$ cat src/rtl/prefetch_pkg.sv
// Shared types and helpers for the instruction prefetch stage.
// Physical addressing is real-mode style: segment shifted left 4 plus offset.
package prefetch_pkg;

  localparam int ADDR_W = 20;

  typedef enum logic [1:0] {
    IDLE = 2'd0,
    REQ  = 2'd1,
    HOLD = 2'd2
  } pf_state_e;

  // Carry out of bit 19 is dropped, so addresses wrap at 1 MiB.
  function automatic logic [ADDR_W-1:0] phys_addr(input logic [15:0] cs,
                                                   input logic [15:0] ip);
    return {cs, 4'h0} + {4'h0, ip};
  endfunction

endpackage

$ cat src/rtl/prefetch_unit_byte_fifo.sv
// Byte FIFO between the prefetch FSM and the opcode/immediate readers.
// Registered read port (no show-ahead); flush wins over push and pop.
module byte_fifo #(
  parameter  int DEPTH = 6,
  localparam int PTR_W = $clog2(DEPTH)
) (
  input  logic             clk,
  input  logic             reset,
  input  logic             wr_en,
  input  logic [7:0]       wr_data,
  input  logic             rd_en,
  input  logic             flush,
  output logic [7:0]       rd_data,
  output logic [PTR_W:0]   count,
  output logic             empty,
  output logic             full
);

  logic [7:0]       mem_q [DEPTH];
  logic [PTR_W-1:0] wr_ptr_q;
  logic [PTR_W-1:0] rd_ptr_q;
  logic [PTR_W:0]   count_q;
  logic [7:0]       rd_data_q;
  logic             do_wr;
  logic             do_rd;

  // Pointers wrap at DEPTH, which need not be a power of two.
  function automatic logic [PTR_W-1:0] ptr_inc(input logic [PTR_W-1:0] p);
    return (p == PTR_W'(DEPTH - 1)) ? '0 : p + 1'b1;
  endfunction

  assign do_wr = wr_en && !flush;
  assign do_rd = rd_en && !flush && (count_q != '0);

  always_ff @(posedge clk or posedge reset) begin
    if (reset) begin
      wr_ptr_q  <= '0;
      rd_ptr_q  <= '0;
      count_q   <= '0;
      rd_data_q <= '0;
    end else if (flush) begin
      wr_ptr_q <= '0;
      rd_ptr_q <= '0;
      count_q  <= '0;
    end else begin
      if (do_wr) wr_ptr_q <= ptr_inc(wr_ptr_q);
      if (do_rd) begin
        rd_ptr_q  <= ptr_inc(rd_ptr_q);
        rd_data_q <= mem_q[rd_ptr_q];
      end
      if (do_wr && !do_rd)      count_q <= count_q + 1'b1;
      else if (!do_wr && do_rd) count_q <= count_q - 1'b1;
    end
  end

  always_ff @(posedge clk) begin
    if (do_wr) mem_q[wr_ptr_q] <= wr_data;
  end

  assign rd_data = rd_data_q;
  assign count   = count_q;
  assign empty   = (count_q == '0);
  assign full    = (count_q == (PTR_W+1)'(DEPTH));

endmodule

$ cat src/rtl/prefetch_unit.sv
// Instruction prefetch: fetches 16-bit words at CS:IP, splits them into bytes
// in address order and queues them; load_new_ip flushes and restarts the stream.
module prefetch_unit
  import prefetch_pkg::*;
#(
  parameter  int DEPTH = 6,
  localparam int PTR_W = $clog2(DEPTH)
) (
  input  logic              clk,
  input  logic              reset,
  input  logic              load_new_ip,
  input  logic [15:0]       new_cs,
  input  logic [15:0]       new_ip,
  output logic              mem_access,
  input  logic              mem_ack,
  output logic [ADDR_W-2:0] mem_address,
  input  logic [15:0]       mem_data,
  input  logic              fifo_rd_en,
  output logic [7:0]        fifo_rd_data,
  output logic              fifo_empty
);

  // Handshake: mem_access is raised with a stable mem_address and held until
  // the cycle mem_ack is seen; mem_data is sampled only in that ack cycle.

  pf_state_e         state_q;
  logic [15:0]       cs_q;
  logic [15:0]       fetch_ip_q;
  logic              abort_q;
  logic              hold_valid_q;
  logic [7:0]        hold_byte_q;
  logic              mem_access_q;
  logic [ADDR_W-2:0] mem_address_q;

  logic              fifo_wr_en;
  logic [7:0]        fifo_wr_data;
  logic [PTR_W:0]    fifo_count;
  logic              fifo_full;
  logic [PTR_W+1:0]  used_slots;
  logic              can_req;
  logic [ADDR_W-2:0] req_word;
  logic              unused_phys_lsb;

  assign {req_word, unused_phys_lsb} = phys_addr(cs_q, fetch_ip_q);

  // A word may produce two bytes, so only request with two free slots.
  assign used_slots = {1'b0, fifo_count} + {{(PTR_W+1){1'b0}}, hold_valid_q};
  assign can_req    = (used_slots <= (PTR_W+2)'(DEPTH - 2));

  always_comb begin
    fifo_wr_en   = 1'b0;
    fifo_wr_data = 8'h00;
    unique case (state_q)
      REQ: begin
        if (mem_ack && !abort_q && !load_new_ip) begin
          fifo_wr_en   = 1'b1;
          fifo_wr_data = fetch_ip_q[0] ? mem_data[15:8] : mem_data[7:0];
        end
      end
      HOLD: begin
        if (hold_valid_q && !load_new_ip) begin
          fifo_wr_en   = 1'b1;
          fifo_wr_data = hold_byte_q;
        end
      end
      default: begin
        fifo_wr_en   = 1'b0;
        fifo_wr_data = 8'h00;
      end
    endcase
  end

  always_ff @(posedge clk or posedge reset) begin
    if (reset) begin
      state_q       <= IDLE;
      cs_q          <= 16'h0000;
      fetch_ip_q    <= 16'h0000;
      abort_q       <= 1'b0;
      hold_valid_q  <= 1'b0;
      hold_byte_q   <= 8'h00;
      mem_access_q  <= 1'b0;
      mem_address_q <= '0;
    end else begin
      if (load_new_ip) begin
        cs_q         <= new_cs;
        fetch_ip_q   <= new_ip;
        hold_valid_q <= 1'b0;
      end
      unique case (state_q)
        IDLE: begin
          if (can_req && !load_new_ip) begin
            state_q       <= REQ;
            mem_access_q  <= 1'b1;
            mem_address_q <= req_word;
          end
        end
        REQ: begin
          if (mem_ack) begin
            mem_access_q <= 1'b0;
            abort_q      <= 1'b0;
            state_q      <= IDLE;
            if (!abort_q && !load_new_ip) begin
              if (!fetch_ip_q[0]) begin
                hold_byte_q  <= mem_data[15:8];
                hold_valid_q <= 1'b1;
                fetch_ip_q   <= fetch_ip_q + 16'd2;
                state_q      <= HOLD;
              end else begin
                fetch_ip_q <= fetch_ip_q + 16'd1;
              end
            end
          end else if (load_new_ip) begin
            // The bus cycle cannot be cancelled; its data is dropped on ack.
            abort_q <= 1'b1;
          end
        end
        HOLD: begin
          hold_valid_q <= 1'b0;
          state_q      <= IDLE;
        end
        default: state_q <= IDLE;
      endcase
    end
  end

  byte_fifo #(.DEPTH(DEPTH)) u_fifo (
    .clk     (clk),
    .reset   (reset),
    .wr_en   (fifo_wr_en),
    .wr_data (fifo_wr_data),
    .rd_en   (fifo_rd_en),
    .flush   (load_new_ip),
    .rd_data (fifo_rd_data),
    .count   (fifo_count),
    .empty   (fifo_empty),
    .full    (fifo_full)
  );

  assign mem_access  = mem_access_q;
  assign mem_address = mem_address_q;

  no_push_when_full: assert property (@(posedge clk) disable iff (reset)
    !(fifo_wr_en && fifo_full));

endmodule

$ cat config.mk
export PLATFORM = sky130hd
export DESIGN_NAME = prefetch_unit
export DESIGN_NICKNAME = d
export VERILOG_FILES = /design/src/rtl/prefetch_pkg.sv /design/src/rtl/prefetch_unit_byte_fifo.sv /design/src/rtl/prefetch_unit.sv
export SDC_FILE = /design/constraint.sdc
export NUM_CORES = 1
export LEC_CHECK = 0
export ABC_AREA = 1
export CAP_MARGIN = 20
export CORE_ASPECT_RATIO = 1.4
export CORE_MARGIN = 1
export CORE_UTILIZATION = 40
export CTS_CLUSTER_DIAMETER = 30
export DETAILED_ROUTE_END_ITERATION = 12
export DONT_BUFFER_PORTS = 1
export PLACE_DENSITY = 0.56
export SLEW_MARGIN = 20
export SYNTH_ARGS = -nofsm -noshare
export SYNTH_HDL_FRONTEND = slang
export SYNTH_SLANG_ARGS = --single-unit
export TNS_END_PERCENT = 1
$ cat constraint.sdc
create_clock -name clk -period 6.43 [get_ports clk]
set_input_delay 1.286 -clock clk [delete_from_list [all_inputs] [get_ports clk]]
set_output_delay 1.286 -clock clk [all_outputs]
set_load 0.02 [all_outputs]
==> run summary <==
post-route setup TNS: 0 ps
layout cells sized above 1: 7.91%
total gr overflow: 0
mux share of post-synthesis cell area: 1.31%
Synth top area share: 30.3%
crit-path most repeated cell: nand2_1
Largest stage delay, worst path: 370 ps
P&R area growth vs syn: 11.0%
Hold WC Path Type: flop to flop
DR pass1 iterations: 9
antenna violations before repair: 0
cts bufs inserted: 17
element type at the critical path end: flop
Sink Count: 130
crit path kind: input pin to flop
number of global-route vias before repair: 5,335
Synth Area in Compound Gates: 9.17%
DR iter-0 viols: 260
Clk Latency, worst-skew pair: 420 ps
Max Cap Violations: 0
die width: 112 microns
measured slew at the worst slew-check pin: 765 ps
post-route insts no fill: 1,021
CP arrival: 3300 ps
Clock transition at path regs: 60 ps
Antenna Violating Nets Remaining: 0
fin. max-slew vios: 0
final setup vio count: 0
first-pass GRT wire length: 27.0 mm
worst-path fanout max: 45
#FFs+latches synth: 130
Ports: 82
critical path, cell by cell: inv_2 -> nand3_1 -> a21oi_4 -> nand2_4 -> ha_1 -> a21oi_1 -> nand2_1 -> nand2_1 -> nand2_1 -> xor2_1 -> nand2_1 -> nand2_1
largest net degree at the start of global routing: 60
HPWL after detailed placement: 12.1 mm
final hold vios: 0
CP top delay family: simple AND/OR/NAND/NOR gates
Total GRT Usage: 20.4%
Layout Nets: 884
final worst clock skew: 6.97 ps
ant diodes: 0
Post-Synth Adder-Cell Area: 4.28%
post-synthesis simple-gate area fraction: 25.2%
worst endpoint required time: 6740 ps
CORE AREA: 16,400 sq um
Yosys warning count: 0
CTS resizes: 0
Synth cell types: 41
Residual DRC: 7
TritonCTS clock tree: built
WL/cell: 16.3 microns
DR vias/cell: 5.16
post-CTS setup buffers: 0
Buf/Inv on CP: 1
DP Worst Slack: 2660 ps
Tcrit/Tclk final: 46.4%
IO Port Bufs: 0
max_slew headroom: 49.0%
Rows: 55
Static Leak: 3.55 nW
Vias: 5,271
GPL Wtd Cong: 0.905
H-tree levels: 4
clk buf depth: 2
Final Core Density: 45.9%
Seq/Total Area, Yosys: 51.5%
Cells after Synth: 812
Final min period: 2980 ps
status: finished with violations
largest family of logic cells by synthesized area: simple AND/OR/NAND/NOR gates
Setup crit start kind: input pin
die height: 156 microns
top achievable clock speed: 335 MHz
post-synthesis cell area: 6780 sq um
Avg Cell Area, Syn: 8.35 sq um
worst setup margin: 3450 ps
VDD IR max: 225 uV
largest area contributor in the netlist: dfrtp_1
die area: 17,500 sq um
top cells by area, synth: dfrtp_1 (30%), edfxtp_1 (21%), nand2_1 (16%)
final wirelength: 16.6 mm
Slowest-stage cell, CP: inv_2
RSZ-0062 raised after global routing: false
power density cells: 409 nW/um^2
failing checks: design-rule violations
XOR/XNOR share of the synthesized area: 2.07%
Initial Utilization: 41.4%
CTS Hold Bufs: 0
clk root buf: clkbuf_16
Placed Cells: 989
Synth Net Count: 887
==> sequential cells by signal, summed over array words and instances (netlist names) <==
name,count
u_fifo.mem_q,48
mem_address,19
cs_q,16
fetch_ip_q,16
hold_byte_q,8
u_fifo.rd_data,8
u_fifo.count,4
u_fifo.rd_ptr_q,3
u_fifo.wr_ptr_q,3
state_q,2
abort_q,1
hold_valid_q,1
mem_access,1
==> power breakdown <==
group | total [mW] | internal [mW] | switching, mW
Sequential | 1.30 | 1.03 | 0.275
Combinational | 0.805 | 0.287 | 0.518
Clock | 0.969 | 0.604 | 0.365
Total | 3.08 | 1.92 | 1.16
==> cells by family (layout without fill, tap and decap cells) <==
group | count (synthesis) | in the layout
AO/OA/AOI/OAI | 110 | 110
XOR/XNOR | 16 | 16
adder cells (fa/ha/maj) | 22 | 22
buffers and inverters | 108 | 118
flip-flops | 130 | 130
multiplexers | 8 | 8
AND/OR/NAND/NOR | 418 | 418
==> metal layers <==
| layer | wire [microns] | up-vias | share of wire [%] | GRT usage (%) |
|---|---|---|---|---|
| li1 | - | 2624 | - | - |
| met1 | 6610 | 2491 | 40 | 22.0 |
| met2 | 8910 | 132 | 54 | 37.8 |
| met3 | 719 | 24 | 4.3 | 5.05 |
| met4 | 396 | 0 | 2.4 | 8.32 |
| met5 | 0 | - | 0 | 0 |
==> cell type report <==
| type | count | area, sq um |
|---|---|---|
| inverter | 85 | 320 |
| timing repair buffer | 1 | 7.51 |
| multi-input combinational | 574 | 2860 |
| tap | 199 | 249 |
| clock buffer | 17 | 425 |
| fill | 1611 | 8860 |
| clock inverter | 15 | 166 |
| sequential | 130 | 3490 |
==> synth_stat cells, drive strengths merged <==
master	number
o21ai	55
and2	1
a31oi	9
nor3	11
xnor2	5
fa	2
nand3b	2
nand3	32
nand4	5
clkbuf	7
a21oi	29
inv	82
nor2	65
mux2i	1
o2111ai	1
or2	5
buf	16
nand2	297
ha	20
xor2	11
mux2	7
a22oi	9
o22ai	3
a32oi	1
clkinv	3
edfxtp	48
dfrtp	82
o211ai	3
==> path summary, 6_finish.rpt <==
kind / from / end / slack, ps / cells after the start
setup / recovery: load_new_ip / u_fifo.count[3]$_DFFE_PP0P_ / 3450 / 12
hold / removal: cs_q[0]$_DFFE_PP0P_ / cs_q[0]$_DFFE_PP0P_ / 480 / 2
setup reg to reg: state_q[1]$_DFFE_PP0P_ / u_fifo.count[3]$_DFFE_PP0P_ / 3790 / 13
hold reg to reg: cs_q[0]$_DFFE_PP0P_ / cs_q[0]$_DFFE_PP0P_ / 480 / 2
max in group asynchronous: reset / u_fifo.count[3]$_DFFE_PP0P_ / 4580 / 2
min in group asynchronous: reset / mem_address[16]$_DFFE_PP0P_ / 740 / 1
==> metrics by stage <==
step	power, mW	hold WS (ps)	instance area (sq um)
after floorplan	1.92	448	6780
after global placement	2.11	463	6920
after detailed placement	2.13	469	6930
after CTS	3.12	483	7520
after global routing	3.29	499	7520
final	3.08	478	7520
==> layout by cell type (no fill, tap or decap), types with 2 or more instances in the layout <==
cell	instances
nand3_1	31
o211ai_1	3
nand3b_1	2
a22oi_1	9
xor2_1	11
nor3_2	2
inv_1	73
nand2_1	291
o21ai_0	48
mux2_2	7
nor2_1	64
xnor2_1	5
clkinv_2	6
a21oi_1	27
inv_2	8
clkinv_1	4
clkbuf_16	17
a31oi_1	9
nand2_2	3
clkinvlp_4	4
nand4_1	5
dfrtp_1	82
bufinv_16	3
ha_1	20
edfxtp_1	48
o21ai_1	6
o22ai_1	3
fa_1	2
or2_2	4
nor3_1	9
nand2_4	3
==> tightest hold or removal path, delay by kind of cell, from the launching register on <==
family	cells	cell delay, ps
AND/OR/NAND/NOR	2	110
flip-flops	1	340
No activity file was read; power rests on OpenSTA's default activity.
